## config.mk

```make
export PLATFORM = sky130hd
export DESIGN_NAME = lbm_step_scheduler
export DESIGN_NICKNAME = d
export VERILOG_FILES = /design/src/rtl/lbm_pkg.sv /design/src/rtl/lbm_credit_counter.sv /design/src/rtl/lbm_step_scheduler.sv
export SDC_FILE = /design/constraint.sdc
export NUM_CORES = 1
export LEC_CHECK = 0
export ABC_AREA = 1
export ABC_CLOCK_PERIOD_IN_PS = 6300
export CAP_MARGIN = 20
export CORE_MARGIN = 1.5
export CORE_UTILIZATION = 35
export CTS_BUF_LIST = sky130_fd_sc_hd__clkbuf_8
export DETAILED_ROUTE_END_ITERATION = 10
export GPL_ROUTABILITY_DRIVEN = 0
export HOLD_SLACK_MARGIN = 0.08
export PLACE_DENSITY_LB_ADDON = 0.25
export SETUP_SLACK_MARGIN = 0.1
export SYNTH_ARGS = -nofsm -noshare
export SYNTH_HDL_FRONTEND = slang
export SYNTH_SLANG_ARGS = --single-unit
export TNS_END_PERCENT = 1
```

## constraint.sdc

```tcl
create_clock -name CLOCK_50 -period 6.3 [get_ports CLOCK_50]
set_input_delay 0.63 -clock CLOCK_50 [delete_from_list [all_inputs] [get_ports CLOCK_50]]
set_output_delay 0.63 -clock CLOCK_50 [all_outputs]
set_load 0.02 [all_outputs]
```

## src/rtl/lbm_pkg.sv

```systemverilog
// Shared definitions for the D2Q9 LBM collide/stream datapath and its step scheduler.
package lbm_pkg;

  localparam int GRID_DIM        = 256;
  localparam int MAX_TIME        = 100;
  localparam int DATA_WIDTH      = 32;
  localparam int FRACTIONAL_BITS = 24;
  // Nine distribution functions per node, packed side by side.
  localparam int DATA_WIDTH_F    = 9 * DATA_WIDTH;

  typedef enum logic [2:0] {
    IDLE,
    INIT,
    RUN,
    DRAIN,
    SWAP,
    DONE
  } state_t;

endpackage

```

## src/rtl/lbm_credit_counter.sv

```systemverilog
// Outstanding-node credit counter: counts issued-but-not-written-back nodes.
// A write-back with nothing outstanding saturates at zero and raises a sticky
// underflow flag instead of wrapping.
module lbm_credit_counter #(
  parameter int MAX_OUTSTANDING = 16,
  parameter int COUNT_WIDTH     = $clog2(MAX_OUTSTANDING + 1)
) (
  input  logic                   i_clk,
  input  logic                   i_rst_n,
  input  logic                   i_inc,
  input  logic                   i_dec,
  input  logic                   i_err_set,
  input  logic                   i_err_clr,
  output logic [COUNT_WIDTH-1:0] o_count,
  output logic                   o_dec_accepted,
  output logic                   o_underflow
);

  logic [COUNT_WIDTH-1:0] r_count;
  logic                   r_underflow;
  logic                   w_dec_at_zero;

  // A simultaneous issue covers the write-back, so only a lone decrement at zero underflows.
  assign w_dec_at_zero  = i_dec && !i_inc && (r_count == '0);
  assign o_dec_accepted = i_dec && !w_dec_at_zero;
  assign o_count        = r_count;
  assign o_underflow    = r_underflow;

  // Up/down count; an increment and decrement together cancel out.
  always_ff @(posedge i_clk or negedge i_rst_n) begin
    if (!i_rst_n) begin
      r_count <= '0;
    end else if (i_inc && !i_dec) begin
      r_count <= r_count + COUNT_WIDTH'(1);
    end else if (i_dec && !i_inc && !w_dec_at_zero) begin
      r_count <= r_count - COUNT_WIDTH'(1);
    end
  end

  // Sticky error flag; clear wins over a set arriving in the same cycle.
  always_ff @(posedge i_clk or negedge i_rst_n) begin
    if (!i_rst_n) begin
      r_underflow <= 1'b0;
    end else if (i_err_clr) begin
      r_underflow <= 1'b0;
    end else if (w_dec_at_zero || i_err_set) begin
      r_underflow <= 1'b1;
    end
  end

endmodule

```

## src/rtl/lbm_step_scheduler.sv

```systemverilog
// Top-level sequencer: initialises the distribution memory, issues every node
// once per timestep under a credit limit, detects end of step from write-backs,
// swaps the ping-pong banks and repeats for MAX_TIME steps.
module lbm_step_scheduler
  import lbm_pkg::*;
#(
  parameter int GRID_DIM         = lbm_pkg::GRID_DIM,
  parameter int MAX_TIME         = lbm_pkg::MAX_TIME,
  parameter int TIME_COUNT_WIDTH = $clog2(MAX_TIME),
  parameter int ADDRESS_WIDTH    = $clog2(GRID_DIM),
  parameter int MAX_OUTSTANDING  = 16,
  parameter int AUTO_START       = 1
) (
  input  logic                        CLOCK_50,
  input  logic                        RESET,
  input  logic                        start,
  output logic                        init_en,
  output logic [ADDRESS_WIDTH-1:0]    init_addr,
  output logic                        issue_valid,
  input  logic                        issue_ready,
  output logic [ADDRESS_WIDTH-1:0]    issue_addr,
  input  logic                        wb_valid,
  output logic                        rd_bank,
  output logic [TIME_COUNT_WIDTH-1:0] time_step,
  output logic                        busy,
  output logic                        FINISHED,
  output logic                        err_underflow
);

  localparam int CW = $clog2(MAX_OUTSTANDING + 1);
  localparam logic [ADDRESS_WIDTH-1:0]    LAST_ADDR = ADDRESS_WIDTH'(GRID_DIM - 1);
  localparam logic [ADDRESS_WIDTH:0]      NODE_CNT  = (ADDRESS_WIDTH + 1)'(GRID_DIM);
  localparam logic [TIME_COUNT_WIDTH-1:0] LAST_TIME = TIME_COUNT_WIDTH'(MAX_TIME - 1);
  localparam logic [CW-1:0]               CREDITS   = CW'(MAX_OUTSTANDING);

  state_t                        r_state;
  state_t                        w_state_next;
  logic [ADDRESS_WIDTH-1:0]      r_init_addr;
  logic [ADDRESS_WIDTH-1:0]      r_issue_addr;
  logic [ADDRESS_WIDTH:0]        r_wb_count;
  logic [ADDRESS_WIDTH:0]        w_wb_count_next;
  logic [TIME_COUNT_WIDTH-1:0]   r_time_step;
  logic                          r_rd_bank;
  logic [CW-1:0]                 w_credit;
  logic                          w_issue_valid;
  logic                          w_handshake;
  logic                          w_wb_window;
  logic                          w_wb_dec;
  logic                          w_wb_stray;
  logic                          w_wb_accepted;
  logic                          w_restart;
  logic                          w_err_underflow;

  assign w_issue_valid   = (r_state == RUN) && (w_credit < CREDITS);
  assign w_handshake     = w_issue_valid && issue_ready;
  assign w_wb_window     = (r_state == RUN) || (r_state == DRAIN);
  assign w_wb_dec        = wb_valid && w_wb_window;
  assign w_wb_stray      = wb_valid && !w_wb_window;
  assign w_restart       = (r_state == DONE) && start;
  // Look-ahead count lets DRAIN leave in the same cycle the last write-back lands.
  assign w_wb_count_next = r_wb_count + {{ADDRESS_WIDTH{1'b0}}, w_wb_accepted};

  lbm_credit_counter #(
    .MAX_OUTSTANDING(MAX_OUTSTANDING),
    .COUNT_WIDTH    (CW)
  ) u_credit (
    .i_clk         (CLOCK_50),
    .i_rst_n       (RESET),
    .i_inc         (w_handshake),
    .i_dec         (w_wb_dec),
    .i_err_set     (w_wb_stray),
    .i_err_clr     (w_restart),
    .o_count       (w_credit),
    .o_dec_accepted(w_wb_accepted),
    .o_underflow   (w_err_underflow)
  );

  // State register.
  always_ff @(posedge CLOCK_50 or negedge RESET) begin
    if (!RESET) r_state <= IDLE;
    else        r_state <= w_state_next;
  end

  // Next-state decode.
  always_comb begin
    w_state_next = r_state;
    case (r_state)
      IDLE:    if (start || (AUTO_START != 0)) w_state_next = INIT;
      INIT:    if (r_init_addr == LAST_ADDR) w_state_next = RUN;
      RUN:     if (w_handshake && (r_issue_addr == LAST_ADDR)) w_state_next = DRAIN;
      DRAIN:   if (w_wb_count_next == NODE_CNT) w_state_next = SWAP;
      SWAP:    w_state_next = (r_time_step == LAST_TIME) ? DONE : RUN;
      DONE:    if (start) w_state_next = INIT;
      default: w_state_next = IDLE;
    endcase
  end

  // Address, write-back, timestep and bank bookkeeping.
  always_ff @(posedge CLOCK_50 or negedge RESET) begin
    if (!RESET) begin
      r_init_addr  <= '0;
      r_issue_addr <= '0;
      r_wb_count   <= '0;
      r_time_step  <= '0;
      r_rd_bank    <= 1'b0;
    end else begin
      if (r_state == INIT) begin
        r_init_addr <= (r_init_addr == LAST_ADDR) ? '0 : r_init_addr + ADDRESS_WIDTH'(1);
        if (r_init_addr == LAST_ADDR) begin
          r_time_step <= '0;
          r_rd_bank   <= 1'b0;
        end
      end
      // The last address is held through DRAIN so the counter never wraps mid-step.
      if (w_handshake && (r_issue_addr != LAST_ADDR)) r_issue_addr <= r_issue_addr + ADDRESS_WIDTH'(1);
      if (r_state == SWAP) begin
        r_issue_addr <= '0;
        r_wb_count   <= '0;
        r_rd_bank    <= ~r_rd_bank;
        if (r_time_step != LAST_TIME) r_time_step <= r_time_step + TIME_COUNT_WIDTH'(1);
      end else begin
        r_wb_count <= w_wb_count_next;
      end
      if (w_restart) begin
        r_time_step <= '0;
        r_rd_bank   <= 1'b0;
      end
    end
  end

  assign init_en       = (r_state == INIT);
  assign init_addr     = r_init_addr;
  assign issue_valid   = w_issue_valid;
  assign issue_addr    = r_issue_addr;
  assign rd_bank       = r_rd_bank;
  assign time_step     = r_time_step;
  assign busy          = (r_state == INIT) || (r_state == RUN) || (r_state == DRAIN) || (r_state == SWAP);
  assign FINISHED      = (r_state == DONE);
  assign err_underflow = w_err_underflow;

endmodule

```

Word level (Yosys, flattened, before mapping)
Index checks and enable logic that the tools add are counted. Widths: inputs -> output; s select.

Memories: 0. Register bits after elaboration: 42. Bits in latches: 0. Word-level logic and storage cells: 84. Memory bits (read-only): 0. Bits in writable memories: 0.

$lt $le $gt $ge: 1. Multipliers: 0. Eq/ne operators: 15. Reduce and logical (&&, ||, !) cells: 30. Add/subtract/negate cells: 6. Bitwise gates (word level): 1. Div/mod/pow operators: 0. Shifts and indexed selects: 0. Mux-type cells: 23.

Operators with widths (number): $mux 7 (5); $mux 8 (3); $pmux 3 s6 (1); $add 8x1->8 const B (2); $eq 8x8->1 const B (2); $mux 3 (5); $logic_and 1x1->1 (12); $mux 5 (2); $add 9x1->9 (1); $eq 9x9->1 const B (1); $mux 9 (1); $ne 8x8->1 const B (1); $add 7x1->7 const B (1); $eq 7x7->1 const B (1); $ne 7x7->1 const B (1); $eq 3x2->1 const B (2); $eq 3x3->1 const B (2); $mux 1 (6); $ne 2x1->1 const B (3); $reduce_bool 2->1 (3); $reduce_bool 3->1 (2); $add 5x1->5 const B (1); $logic_not 5->1 (1); $logic_or 1x1->1 (5); other kinds (9) (12).

Longest topological paths before layout
Gate-level depths: netlist of run 1.

Depth in word-level cells: 12. Mapped depth: 21. Depth with buffers taken out: 21.

Hierarchy
Synthesis of run 1 repeated with hierarchy kept, for this count alone.

Cells, all modules: 335. Area, all modules: 2509.9 um2.

By module, submodules not included: lbm_step_scheduler (instances 1, cells an instance 272, area an instance 2044.5 um2, sequential area each 900.9 um2); lbm_credit_counter (instances 1, cells an instance 63, area an instance 465.4 um2, sequential area each 150.1 um2).

Worst setup path after synthesis of run 1
Ideal clock, no wire load.

Path type: reg-to-reg. Start: reg r_state[2]. End: reg r_state[0]. Path buffers: 0. Cell stages (with the launch flop): 21. Path slack: 3.962 ns. Data required time: 6.183 ns. Setup time: 0.117 ns. Arrival: 2.222 ns. Cell sequence: dfrtp_1 -> nor2_2 -> nand2_2 -> nor2_4 -> nand2_4 -> nand2_1 -> or2_2 -> inv_1 -> nor2_1 -> ha_1 -> nand2_1 -> nor2_2 -> nand2_1 -> nand2_1 -> nand2_1 -> nor2_1 -> nand3_1 -> nand2_1 -> nand2_1 -> nand2_1 -> nand2_1.

Word-level cells in the longest chain between the ends: 12. Elaborated cells between the ends (all ways): 24. Classes of those cells: add/sub: 1; eq/ne: 10; mux: 1; reduce/logical: 12.

RTL lines: start, declared (line lbm_step_scheduler.sv:36) `state_t r_state;`; start signal, assigned (line lbm_step_scheduler.sv:81) `else r_state <= w_state_next;`; $eq 3x2->1 * (line lbm_step_scheduler.sv:54) `assign w_issue_valid = (r_state == RUN) && (w_credit < CREDITS);`; $logic_and 1x1->1 * (line lbm_step_scheduler.sv:54); net issue_valid (line lbm_step_scheduler.sv:19) `output logic issue_valid,`; $logic_and 1x1->1 * (line lbm_step_scheduler.sv:55) `assign w_handshake = w_issue_valid && issue_ready;`; $logic_not 1->1 (line lbm_credit_counter.sv:24) `assign w_dec_at_zero = i_dec && !i_inc && (r_count == '0);`; $logic_and 1x1->1 (2 in series) (line lbm_credit_counter.sv:24); $logic_not 1->1 (line lbm_credit_counter.sv:25) `assign o_dec_accepted = i_dec && !w_dec_at_zero;`; $logic_and 1x1->1 (line lbm_credit_counter.sv:25); $add 9x1->9 (line lbm_step_scheduler.sv:61) `assign w_wb_count_next = r_wb_count + {{ADDRESS_WIDTH{1'b0}}, w_wb_accepted};`; $eq 9x9->1 (line lbm_step_scheduler.sv:91) `DRAIN: if (w_wb_count_next == NODE_CNT) w_state_next = SWAP;`; $ne 2x1->1 (no source line); $reduce_and 4->1 (no source line) *.

The timed path passes the listed nets; every way through them passes the cells marked *. A chain may end at the register's enable or synchronous reset.

Worst setup path in the final report of run 1
Start: reg r_state[0]. End: out busy.

Word-level cells in the longest chain between the ends: 4. Elaborated cells between the ends (all ways): 7. Classes of those cells: eq/ne: 4; reduce/logical: 3.

RTL lines: $eq 3x1->1 or $eq 3x2->1 (tied branches) (line lbm_step_scheduler.sv:137) `assign busy = (r_state == INIT) || (r_state == RUN) || (r_state == DRAIN) || (r_state == SWAP);`; $logic_or 1x1->1 (2 in series) (line lbm_step_scheduler.sv:137); $logic_or 1x1->1 * (line lbm_step_scheduler.sv:137); end, declared (line lbm_step_scheduler.sv:25) `output logic busy,`.

Mark *: on every way between the ends. The rest lies on a longest branch, timed or not.

==> qor.txt, run 1 <==
placed inst area: 0.00289 sq mm
sw frac: 21.2%
CTS Root Cell: clkbuf_8
DRT Pass-1 Iters: 4
first-pass GRT wire length: 8870 um
Area Growth Syn to Fin: 23.3%
max_cap viols: 0
Final #Nets: 371
Hold Path Class: in -> async
commonest non-fill, non-tap cells in the layout: 74 x nand2_1, 42 x inv_1, 42 x dfrtp_1
Pint: 0.000394 W
Gate power share: 3.2%
IO Port Bufs: 33
P_leak: 1.45 nW
CTS tree: done
worst slew pin tran: 0.529 ns
Final Cell Area: 0.00302 sq mm
Setup violations, final: 0
crit path cell chain: inv_1 -> nor3_4 -> inv_1 -> nand3_1 -> clkdlybuf4s50_1
H-tree levels: 2
clock-pin slew on the worst setup and hold paths: 0.09 ns
WL/cell: 11.4 um
fin crit period: 2.68 ns
share of cells above drive strength 1: 8.38%
clock buffer depth: 2
clock power share: 42.3%
hpwl dp: 3800 um
Sink Count: 42
Synth cell types: 32
Seq pwr share: 54.5%
Total GRT Usage: 15.0%
total power: 0.000500 W
crit-path leading delay family: buffers and inverters
status: finished, final reports clean
die width: 86.6 um
Die Height: 86.6 um
Post-Synthesis Cells: 317
maximum VDD drop: 0.112 mV
1st-iter DRT viols: 93
crit path DAT: 2.05 ns
Final Hold Fails: 0
gr ovfl total: 0
Required @ worst endpoint: 5.67 ns
Max Freq: 373 MHz
flop-to-flop setup slack: 3.75 ns
Clock Latency Late Sink: 0.30 ns
commonest non-fill, non-tap cell in the layout: nand2_1
period utilisation layout: 42.6%
synthesized area per cell: 7.72 sq um
Post-Route WL: 5180 um
WS Path Type: reg -> out
largest net degree at the start of global routing: 43
pwr dens: 166 mW/mm^2
WP buf/inv: 3
Yosys reg bits: 42
Reg2Reg Depth: 21
die area: 0.00750 sq mm
Detail Route Antenna Nets: 0
Slew headroom: 64.6%
critical path fanouts, max: 7
drt drc: 0
Critical R2R Capture: r_state[0]
Psw: 0.000106 W
number of global-route vias before repair: 2039
fin. max-slew vios: 0
Initial Util: 36.0%
setup slack after layout: 3.62 ns
RSZ-0062 raised after global routing: false
Post-CTS Setup Inserts: 0
CTS Buf Count: 5
Worst Setup End Kind: output port
core area: 0.00679 sq mm
Clock Skews: 0.00851 ns
Crit path largest cell delay: 0.62 ns
final setup TNS: 0 ns
PostCTS Resize Cnt: 0
Syn. warnings: 0
Hold-fix buffers, CTS: 0
most frequent CP cell: inv_1
Post-Syn Area: 0.00245 sq mm
via count: 2122
ant diodes: 0
initial antenna violation count: 0
via density per instance: 4.67
std cell rows: 30
sequential fraction of the synthesis area: 42.9%
slowest CP cell: clkdlybuf4s50_1
Syn Nets: 331
dpl ws: 3.38 ns
io pins: 34
FF-to-FF Start: r_state[1]
startpoint types: register
## Yosys cell counts
library cell,count,share of area [%]
and2b_1,1,0.31
ha_1,8,4.1
nand3_2,1,0.41
a211oi_1,3,0.92
nor2_2,2,0.51
nand2_4,4,1.8
inv_1,42,6.4
xor2_1,5,1.8
o21ai_1,1,0.20
o31ai_1,2,0.61
a21oi_1,27,5.5
clkinv_4,1,0.36
nand2_2,1,0.26
nor3_4,1,0.66
o211ai_1,1,0.31
nor3_1,4,0.82
nand3b_1,2,0.61
dfrtp_1,42,43
buf_1,1,0.15
nor2_4,2,0.92
o21ai_0,11,2.2
and3_1,1,0.26
fa_1,1,0.82
a31oi_1,1,0.26
o21ai_2,2,0.72
inv_2,4,0.61
nand2_1,74,11
nand4_1,3,0.77
nor2_1,36,5.5
xnor2_1,6,2.1
or2_2,2,0.51
nand3_1,25,5.1
## through the flow
stage | utilization (%) | cells | hold WS [ns]
6_report | 44.4 | 454 | 0.272
5_1_grt | 44.4 | 454 | 0.298
4_1_cts | 44.1 | 453 | 0.485
3_5_place_dp | 42.5 | 445 | 0.468
3_3_place_gp | 42.5 | 445 | 0.480
2_1_floorplan | - | 317 | 0.334
## logic make-up after synthesis
logic type,count (synthesis),share of synthesized area [%]
buffers and inverters,48,7.57
DFF,42,42.9
AOI/OAI and AO/OA,48,10.8
xor gates and xnor gates,11,3.94
adders and majority gates,9,4.91
and+or+nand+nor,159,29.9
## worst max-delay path by stage
| stage | endpoint | startpoint | cells after the start |
|---|---|---|---|
| 6_report | busy | r_state[0] | 5 |
| 5_1_grt | r_state[0] | r_state[1] | 21 |
| 4_1_cts | busy | r_state[0] | 5 |
| 3_5_place_dp | r_state[0] | wb_valid | 18 |
| 3_3_place_gp | r_state[0] | wb_valid | 18 |
| 2_1_floorplan | r_state[0] | r_state[2] | 20 |
## layer usage
metal  vias up  part of all wire (%)  wire length, um  GRT usage [%]
met3         5                   3.9              202           3.33
li1       1105                     -                -              -
met4         0                   1.1               59           6.89
met1       970                    49             2520           19.8
met2        42                    46             2400           23.5
met5         -                     0                0              0
## layout make-up
cell class	instances	area (sq um)
clock buffers	5	68.8
clock inverters	3	40.0
fillers	688	3780
inverters	47	181
multi-input cells	227	1210
flip-flops and latches	42	1050
well taps	96	120
repair buffers	34	345
## state kept, by name, summed over array words and instances (netlist names)
register              flops
u_credit.o_count          5
r_state                   3
rd_bank                   1
issue_addr                8
time_step                 7
r_wb_count                9
u_credit.o_underflow      1
init_addr                 8
## power by group through the flow
stage | clock network, W | registers (W) | logic [W]
4_1_cts | 0.000220 | 0.000272 | 0.0000153
3_5_place_dp | 0 | 0.000278 | 0.0000152
6_report | 0.000211 | 0.000272 | 0.0000161
5_1_grt | 0.000229 | 0.000272 | 0.0000182
2_1_floorplan | 0 | 0.000279 | 0.00000233
3_3_place_gp | 0 | 0.000278 | 0.0000152
(Power assumes the default switching activity.)
==> run 2: changes to the inputs <==
--- a/config.mk
+++ b/config.mk
@@ -6,7 +6,7 @@
 export NUM_CORES = 1
 export LEC_CHECK = 0
 export ABC_AREA = 1
-export ABC_CLOCK_PERIOD_IN_PS = 6300
+export ABC_CLOCK_PERIOD_IN_PS = 2700
 export CAP_MARGIN = 20
 export CORE_MARGIN = 1.5
 export CORE_UTILIZATION = 35
==> constraint.sdc (replaced) <==
create_clock -name CLOCK_50 -period 2.7 [get_ports CLOCK_50]
set_input_delay 0.27 -clock CLOCK_50 [delete_from_list [all_inputs] [get_ports CLOCK_50]]
set_output_delay 0.27 -clock CLOCK_50 [all_outputs]
set_load 0.02 [all_outputs]
==> run 2 against run 1 <==
Combinational power up 140%. Critical path type unchanged. Largest cell class unchanged. Sequential power grew 130%. Critical path depth did not move.
==> qor.txt, run 2 (synthesized netlist as in run 1, its figures left out) <==
status: finished, final reports clean
Top reg by flops: r_wb_count
die width: 86.6 um
max FFs per register: 9
grt peak-use layer: met2
fin. max-slew vios: 0
clock-pin slew on the worst setup and hold paths: 0.08 ns
Gate power share: 3.3%
commonest non-fill, non-tap cells in the layout: 72 x nand2_1, 41 x inv_1, 39 x dfrtp_1
clock buffer depth: 2
Post-Route WL: 5210 um
Hold Path Class: in -> async
DRT Pass-1 Iters: 4
core area: 0.00679 sq mm
sw frac: 21.1%
fin util: 45.1%
Final #Nets: 374
fin crit period: 2.40 ns
maximum VDD drop: 0.261 mV
Total GRT Usage: 15.0%
IO Port Bufs: 33
startpoint types: register
period utilisation layout: 88.9%
placed inst area: 0.00289 sq mm
first-pass GRT wire length: 8870 um
std cell rows: 30
Final Cell Area: 0.00307 sq mm
Fill cells: 682
CTS Buf Count: 5
Detail Route Antenna Nets: 0
Sink Count: 42
Initial Util: 36.0%
WS Path Type: reg -> out
io pins: 34
clock power share: 42.3%
met1 usage: 19.8%
worst slew pin tran: 0.529 ns
1st-iter DRT viols: 87
P_leak: 1.46 nW
Area Growth Syn to Fin: 25.3%
Min Hold Slack: 0.444 ns
largest net degree at the start of global routing: 43
CTS tree: done
number of global-route vias before repair: 2039
WL/cell: 11.4 um
commonest non-fill, non-tap cell in the layout: nand2_1
CTS Root Cell: clkbuf_8
via density per instance: 4.69
multi-input logic area: 0.00123 sq mm
ant diodes: 0
met3 Usage GRT: 3.33%
M2 GR Usage: 23.5%
crit path DAT: 2.13 ns
share of cells above drive strength 1: 11.1%
Worst Setup End Kind: output port
via count: 2142
max_cap viols: 0
pwr dens: 380 mW/mm^2
final setup TNS: 0 ns
Reg area: 0.00105 sq mm
initial antenna violation count: 0
die area: 0.00750 sq mm
Slew headroom: 64.6%
Seq pwr share: 54.4%
hpwl dp: 3800 um
Pint: 0.000920 W
drt drc: 0
Psw: 0.000247 W
Final Hold Fails: 0
critical path fanouts, max: 7
H-tree levels: 2
Max Freq: 417 MHz
Clock Skews: 0.00759 ns
RSZ-0062 raised after global routing: false
Required @ worst endpoint: 2.43 ns
Die Height: 86.6 um
Setup violations, final: 0
Clock Latency Late Sink: 0.29 ns
gr ovfl total: 0
## run 2: cell types whose count changed in the layout (fill, tap and decap cells not counted), moves of 2 or more
cell     delta
dfrtp_2     +3
buf_4       +2
dfrtp_1     -3
nor2_4      +2
nand2_1     -2
nand2_2     +2
## run 2: per-layer routing
metal,vias up,routed length [um]
li1,1107,-
met1,987,2520
met2,43,2420
met3,5,207
met4,0,59
met5,-,0
## run 2: worst max-delay path: stages, from the launching register on
cell and delay, ns:
dfrtp_2 0.44, buf_4 0.16, nor3_4 0.32, inv_1 0.17
nand3_1 0.12, clkdlybuf4s50_1 0.62
## run 2: layout make-up
type / count / area share (%)
clock buffers: 5 / 2.24
inverters: 47 / 5.92
multi-input cells: 227 / 40.1
flip-flops and latches: 42 / 34.4
well taps: 96 / 3.92
repair buffers: 37 / 12.1
clock inverters: 3 / 1.31
## run 2: path summary, 6_finish.rpt
check                                 from            end  slack, ns  depth (start not counted)
worst max register to register  r_state[2]     r_state[0]       0.37                         20
min in group CLOCK_50              rd_bank        rd_bank       0.48                          1
worst min register to register     rd_bank        rd_bank       0.48                          1
worst max-delay path            r_state[2]           busy       0.30                          5
max in group asynchronous            RESET     r_state[2]       1.76                          3
worst min-delay path                 RESET  r_wb_count[4]       0.44                          2
## run 2: power by group through the flow
stage / sequential (W) / combinational, W / clock [W]
final: 0.000635 / 0.0000386 / 0.000493
after global routing: 0.000635 / 0.0000437 / 0.000534
after CTS: 0.000635 / 0.0000356 / 0.000514
after detailed placement: 0.000648 / 0.0000355 / 0
after global placement: 0.000648 / 0.0000354 / 0
after floorplan: 0.000651 / 0.00000543 / 0
## run 2: what timing repair did
action,in CTS,in global routing
setup endpoints to repair,0,3
hold endpoints to repair,0,17
buffers inserted,0,2
resized for setup,0,11
hold buffers,0,1
## run 2: through the flow
step | std cells | total power [W] | worst slack, ns
CTS | 453 | 0.00118 | 0.126
floorplan | 317 | 0.000656 | 0.362
global route | 457 | 0.00121 | 0.0885
detailed placement | 445 | 0.000683 | 0.136
finish | 457 | 0.00117 | 0.301
global placement | 445 | 0.000683 | 0.184
==> run 3: changes to the inputs <==
--- a/config.mk
+++ b/config.mk
@@ -9,8 +9,9 @@
 export ABC_CLOCK_PERIOD_IN_PS = 2700
 export CAP_MARGIN = 20
 export CORE_MARGIN = 1.5
-export CORE_UTILIZATION = 35
+export CORE_UTILIZATION = 25
 export CTS_BUF_LIST = sky130_fd_sc_hd__clkbuf_8
+export CTS_CLUSTER_SIZE = 20
 export DETAILED_ROUTE_END_ITERATION = 10
 export GPL_ROUTABILITY_DRIVEN = 0
 export HOLD_SLACK_MARGIN = 0.08
==> run 3 against run 2 <==
Count of clock-buffer cells in the layout did not move. Total power up 0.31%. Register-to-register slack is essentially flat. Fmax is 2.5% higher. Non-clock buffer count up 1. Die area is 39% higher. Clock skew increased by 0.0038 ns. Flip-flop and latch count stayed put. Final area up 1.9%.
==> qor.txt, run 3 (synthesized netlist as in run 1, its figures left out) <==
crit path cell chain: inv_4 -> nand2_2 -> nor2_4 -> nand2_4 -> nand2_1 -> or2_2 -> inv_1 -> nor2_2 -> ha_1 -> nand3_1 -> o21ai_0 -> nand2_1 -> nor2_1 -> nand3_1 -> nand2_2 -> nand2_1 -> nand2_1 -> nand2_1
initial antenna violation count: 0
WL/cell: 11.3 um
core area: 0.00937 sq mm
first-pass GRT wire length: 9700 um
max_cap viols: 0
gr ovfl total: 0
Placed Instances: 480
IO Port Bufs: 33
max FFs per register: 9
die area: 0.0104 sq mm
std cell rows: 35
largest net degree at the start of global routing: 43
fin. max-slew vios: 0
Worst Setup End Kind: register
Slew headroom: 60.7%
Initial Util: 26.1%
number of global-route vias before repair: 2150
critical path fanouts, max: 5
share of cells above drive strength 1: 10.8%
commonest non-fill, non-tap cell in the layout: nand2_1
commonest non-fill, non-tap cells in the layout: 72 x nand2_1, 43 x inv_1, 40 x dfrtp_1
Top reg by flops: r_wb_count
pwr dens: 375 mW/mm^2
Post-Route WL: 5540 um
via count: 2172
H-tree levels: 2
crit-path leading delay family: simple AND/OR/NAND/NOR gates
Detail Route Antenna Nets: 0
Min Hold Slack: 0.475 ns
1st-iter DRT viols: 114
crit path DAT: 2.54 ns
P_leak: 1.47 nW
Max Freq: 427 MHz
io pins: 34
Required @ worst endpoint: 2.90 ns
via density per instance: 4.42
Non-Filler Instances: 491
maximum VDD drop: 0.168 mV
dpl ws: 0.100 ns
slowest CP cell: dfrtp_2
CTS tree: done
status: finished, final reports clean
drt drc: 0
worst slew pin tran: 0.587 ns
startpoint types: register
clock-pin slew on the worst setup and hold paths: 0.08 ns
WP buf/inv: 2
Clock Latency Late Sink: 0.30 ns
hpwl dp: 4150 um
clock buffer depth: 2
Total GRT Usage: 11.7%
Die Height: 102 um
final setup TNS: 0 ns
Setup violations, final: 0
Clock Skews: 0.0114 ns
Final Hold Fails: 0
CTS Buf Count: 5
CTS Root Cell: clkbuf_8
period utilisation layout: 86.7%
Hold Path Class: in -> async
fin crit period: 2.34 ns
ant diodes: 0
WS Path Type: reg -> reg
Area Growth Syn to Fin: 27.7%
setup slack after layout: 0.360 ns
RSZ-0062 raised after global routing: false
Crit path largest cell delay: 0.46 ns
Final #Nets: 375
Sink Count: 42
die width: 102 um
DRT Pass-1 Iters: 4
most frequent CP cell: nand2_1
Fill cells: 1036
run 3: final timing paths:
| check | startpoint | end | slack (ns) | cells after the start |
|---|---|---|---|---|
| max reg2reg | r_state[0] | r_state[0] | 0.36 | 18 |
| max in group asynchronous | RESET | r_state[0] | 1.72 | 3 |
| max | r_state[0] | r_state[0] | 0.36 | 18 |
| min reg2reg | init_addr[4] | init_addr[4] | 0.50 | 1 |
| min | RESET | u_credit.o_count[3] | 0.47 | 2 |
| min in group CLOCK_50 | init_addr[4] | init_addr[4] | 0.50 | 1 |
run 3: metal layers:
layer / wire length (um) / global-route usage [%] / part of all wire, % / up-vias
met5: 0 / 0 / 0 / -
met4: 84 / 3.58 / 1.5 / 0
met3: 267 / 3.01 / 4.8 / 8
met2: 2500 / 19.1 / 45 / 41
met1: 2690 / 15.4 / 48 / 1016
li1: - / - / - / 1107
run 3: final cells by class:
cell class | count | area (sq um) | share of cell area, %
timing repair buffer | 38 | 385 | 12.3
clock buffer | 5 | 68.8 | 2.20
sequential | 42 | 1050 | 33.7
tap | 129 | 161 | 5.17
inverter | 47 | 184 | 5.89
multi-input combinational | 227 | 1230 | 39.5
clock inverter | 3 | 37.5 | 1.20
run 3: worst reg2reg max path, stage by stage, from the launching register on:
cell,delay [ns]
dfrtp_2,0.46
inv_4,0.10
nand2_2,0.08
nor2_4,0.11
nand2_4,0.08
nand2_1,0.06
or2_2,0.11
inv_1,0.04
nor2_2,0.10
ha_1,0.20
nand3_1,0.12
o21ai_0,0.23
nand2_1,0.09
nor2_1,0.13
nand3_1,0.10
nand2_2,0.09
nand2_1,0.05
nand2_1,0.05
nand2_1,0.04
run 3: where the power goes:
| group | internal [W] | total, W | switching [W] | leakage, nW |
|---|---|---|---|---|
| clock network | 0.000270 | 0.000495 | 0.000225 | 0.0607 |
| registers | 0.000631 | 0.000635 | 0.00000353 | 0.524 |
| logic | 0.0000174 | 0.0000406 | 0.0000232 | 0.887 |
run 3: per-stage QoR:
stage	instance area (sq um)	total power [W]	utilization, %
floorplan	2450	0.000656	-
global placement	2950	0.000684	31.4
detailed placement	2950	0.000684	31.4
CTS	3050	0.00119	32.6
global route	3120	0.00122	33.3
finish	3120	0.00117	33.3
run 3: repair_timing:
item                                   CTS  global route
hold buffers                             0             1
buffers inserted                         0             1
resized for setup                        0            11
endpoints found under the hold margin    0            19
setup endpoints to repair                0             3
